File: src/rtl/axis_video_pkg.sv
// Shared types and constants for the AXI4-Stream video frame checker.
package axis_video_pkg;
  typedef enum logic {WAIT_SOF = 1'b0, ACTIVE = 1'b1} state_t;

  localparam int                LFSR_W      = 16;
  localparam logic [LFSR_W-1:0] LFSR_SEED   = 16'hACE1;
  localparam int                CHECKSUM_W  = 32;
  localparam int                FRAME_CNT_W = 16;
endpackage

File: src/rtl/axis_lfsr16.sv
// 16-bit Fibonacci LFSR (taps 16,15,13,4), reloaded with LFSR_SEED on reset.
module axis_lfsr16
  import axis_video_pkg::*;
(
  input  logic              clk,
  input  logic              reset,
  input  logic              en,
  output logic [LFSR_W-1:0] state
);
  always_ff @(posedge clk) begin
    if (reset)
      state <= LFSR_SEED;
    else if (en)
      state <= {state[14:0], state[15] ^ state[14] ^ state[12] ^ state[3]};
  end
endmodule

File: config.mk
export PLATFORM = sky130hd
export DESIGN_NAME = axis_lfsr16
export DESIGN_NICKNAME = d
export VERILOG_FILES = /design/src/rtl/axis_video_pkg.sv /design/src/rtl/axis_lfsr16.sv
export SDC_FILE = /design/constraint.sdc
export NUM_CORES = 1
export LEC_CHECK = 0
export CAP_MARGIN = 30
export CORE_MARGIN = 1
export CORE_UTILIZATION = 35
export DETAILED_ROUTE_END_ITERATION = 10
export PLACE_DENSITY = 0.7
export SYNTH_ARGS = -nofsm -noshare
export SYNTH_HDL_FRONTEND = slang
export SYNTH_SLANG_ARGS = --single-unit
File: constraint.sdc
create_clock -name clk -period 0.9 [get_ports clk]
set_input_delay 0.18 -clock clk [delete_from_list [all_inputs] [get_ports clk]]
set_output_delay 0.18 -clock clk [all_outputs]
set_load 0.02 [all_outputs]
### Word level (Yosys, flattened, before mapping)

Index checks and enable logic that the tools add are counted.
Widths: inputs -> output; s select.

* flip-flop bits (word level): 16
* input port bits: 3
* output and inout port bits: 16
* word-level logic and storage cells: 4

* bitwise logic cells: 3

Operators with widths (number)
* $xor 1x1->1: 3

### Logic depth before layout (Yosys ltp)

* depth in word-level cells: 3
* depth in mapped cells: 4
* depth with buffers taken out: 3

### Worst setup path after synthesis

Ideal clock, no wire load.

* path kind: reg2reg
* start: register state[12]
* end: register state[0]
* library setup time: 126 ps
* arrival: 849 ps
* required time: 774 ps
* slack: -75 ps
* cell stages (with the launch flop): 4
* buffers on the path: 0
* period minus slack after synthesis: 975 ps
* cells stage by stage: dfxtp_1 xnor2_2 xnor2_1 a31oi_1

* cells in the longest elaborated chain, start to end: 2

Ends and longest elaborated chain
* from (decl): RTL line axis_lfsr16.sv:8 `output logic [LFSR_W-1:0] state`
* from (signal assigned): RTL line axis_lfsr16.sv:14 `state <= {state[14:0], state[15] ^ state[14] ^ state[12] ^ state[3]};`
* $xor 1x1->1 (2 in a row): RTL line axis_lfsr16.sv:14

No other way between the ends.
A chain may end at the register's enable or synchronous reset.

### Worst setup path in the final report

* start: register state[3]
* end: output state[3]

No word-level cell between the ends.

==> flow_summary.json <==
{
  "failed_checks": "negative setup slack",
  "antenna_found_initial": 0,
  "required_ns": 0.72,
  "ys_warn_count": 0,
  "grt_pass1_wl_mm": 2.04,
  "p_leak_nw": 0.529,
  "clk_latency_ns": 0.29,
  "path_max_fanout": 2,
  "cp-end-kind": "output port",
  "reg_top3": "state (16)",
  "dr.pass1.iters": 2,
  "min_path_type": "input port to flop",
  "clk_path_buf_depth": 2,
  "io_pins": 19,
  "final_nets": 100,
  "power_density_nw_per_um2": 1590,
  "power_switching_mw": 0.446,
  "cts-hold-fix-buffers": 0,
  "grt_max_degree": 10,
  "fin_ws_ns": -0.0420,
  "clk_pin_slew_ns": 0.09,
  "num_vias": 518,
  "hpwl_um": 863,
  "cpPeakStageDelay_ns": 0.35,
  "vdd_drop_max_v": 0.00137,
  "r2r.worst_path.cells": 4,
  "final_util_pct": 69.2,
  "fp.dieH_um": 44.1,
  "place_ws_ns": -0.376,
  "drv_slew": 0,
  "reg2reg_slack_ns": -0.04,
  "hold_path.startpoint": "en",
  "n_antenna_cell": 0,
  "synth_top_area_cell": "dfxtp_1",
  "cts_made_buffers": 3,
  "grt.overflow.total": 0,
  "grt_pass1_vias": 492,
  "port_buffers": 18,
  "fin_skew_ns": 0.00509,
  "crit_type": "flop to output port",
  "area_delta_synth_final_pct": 76.2,
  "post-route-period-util_pct": 105,
  "comb_power_share_pct": 26.2,
  "die_w_um": 44.1,
  "min_to": "state[15]",
  "finalSetupViolCount": 17,
  "max_cap_violations": 0,
  "synthTopCellsByArea": "dfxtp_1 52%, mux2i_1 24%, xnor2_2 5.3%",
  "drive_above_1_share_pct": 62.5,
  "crit_arrival_ns": 0.76,
  "power.clock.fraction_pct": 27.4,
  "p_int_mw": 1.29,
  "cts_root_buf": "clkbuf_4",
  "tightest_slew_ns": 0.171,
  "h-tree-depth": 1,
  "slew-limit-headroom_pct": 88.5,
  "core-area_um2": 1580,
  "netlist_area_um2": 619,
  "drtIter0Drc": 2,
  "avgRoutedWirePerCell_um": 11.3,
  "wl_mm": 1.27,
  "syn_inst": 55,
  "syn_avg_cell_area_um2": 11.3,
  "fin_crit_ns": 0.942,
  "holdWs_ns": 0.463,
  "path_cells": "buf_6",
  "antenna_left": 0,
  "gp_congestion": 0.677,
  "ys_types": 12,
  "r2r_end": "state[0]",
  "cts.sink_count": 16,
  "outcome": "complete, but fails checks",
  "ys_ff_latch": 16,
  "largest_register": "state",
  "switching_share_pct": 25.8,
  "critical_path.startpoint_type": "flop",
  "grt_usage_pct": 15.0,
  "drc": 0,
  "timing.rr.start": "state[14]",
  "largest_reg_flops": 16,
  "clock.fmax_mhz": 1060,
  "cpLargestDelayFamily": "flip-flops",
  "p_seq_share_pct": 46.3,
  "start_util_pct": 39.3,
  "critPathBufInv": 1,
  "synth_nets": 58,
  "cts_tree": "done",
  "whs_path_depth": 4,
  "rsz0062_at_grt": "true",
  "rows": 14,
  "yosysSeqAreaShare_pct": 51.7,
  "via_per_inst": 4.63,
  "slowest_stage": "dfxtp_2",
  "dieArea_um2": 1940,
  "n_fill_cell": 136,
  "yosys.area.top_type_share_pct": 51.7,
  "finalHoldViolCount": 0
}
-- layout by cell type (no fill, tap or decap), drive strengths merged --
cell,count
a31oi,1
buf,37
bufbuf,1
clkbuf,4
clkdlybuf4s50,1
dfxtp,16
dlygate4sd2,1
inv,1
mux2i,15
nand2,7
nor2,8
nor3,1
xnor2,3
-- cell families after synthesis --
group | share of synthesized area, %
mux | 24.2
buf+inv | 6.46
xor+xnor | 6.67
compound gates | 1.01
flops | 51.7
simple gates | 9.90
-- how the worst max path moves through the flow --
stage / from / endpoint / slack (ns) / cells past startpoint
floorplan: state[12] / state[0] / 0.03 / 3
CTS: state[3] / state[3] / -0.06 / 1
finish: state[3] / state[3] / -0.04 / 1
detailed placement: en / state[6] / -0.38 / 4
global route: state[3] / state[3] / -0.07 / 1
global placement: en / state[11] / -0.34 / 4
-- cell type report --
type                    count  area, µm²  share of cell area, %
well taps                  16       20.0                   1.83
clock buffers               4       36.3                   3.33
inverters                   1       3.75                  0.344
flip-flops and latches     16        340                   31.2
multi-input cells          35        270                   24.8
repair buffers             40        420                   38.5
-- routing by layer --
| metal | vias up | GRT usage (%) | share of wire (%) |
|---|---|---|---|
| met4 | 0 | 10.9 | 3.0 |
| met3 | 5 | 3.27 | 4.4 |
| li1 | 263 | - | - |
| met1 | 236 | 17.9 | 46 |
| met2 | 14 | 23.8 | 47 |
| met5 | - | 0 | 0 |
-- power by group through the flow --
stage                     Combinational [mW]  Sequential [mW]  Clock (mW)
after floorplan                        0.128            0.876           0
after global placement                 0.397            0.799           0
after detailed placement               0.401            0.799           0
after CTS                              0.440            0.801       0.498
after global routing                   0.482            0.807       0.514
final                                  0.454            0.802       0.475
-- worst min-delay path: stages --
cell	delay, ns
dlygate4sd2_1	0.27
buf_12	0.15
mux2i_1	0.07
nand2_1	0.05
-- through the flow --
step	cells	setup TNS, ns	power (mW)	cell area (µm²)
floorplan	55	0	1.00	624
global placement	105	-8.20	1.20	943
detailed placement	105	-8.36	1.20	943
CTS	113	-0.719	1.74	1070
global route	112	-0.928	1.80	1090
finish	112	-0.475	1.73	1090
-- repair_timing --
action	CTS	global route
setup endpoints to repair	32	18
resized for setup	110	5
setup buffers	3	0
cloned	1	0
pin swaps	4	5
-- synth_stat cells --
library cell,instances
xnor2_1,1
nor3_1,1
nand2_1,7
inv_1,1
clkbuf_2,1
nor2_1,8
a31oi_1,1
buf_6,1
xnor2_2,2
buf_12,1
dfxtp_1,16
mux2i_1,15
(Power assumes the default switching activity.)
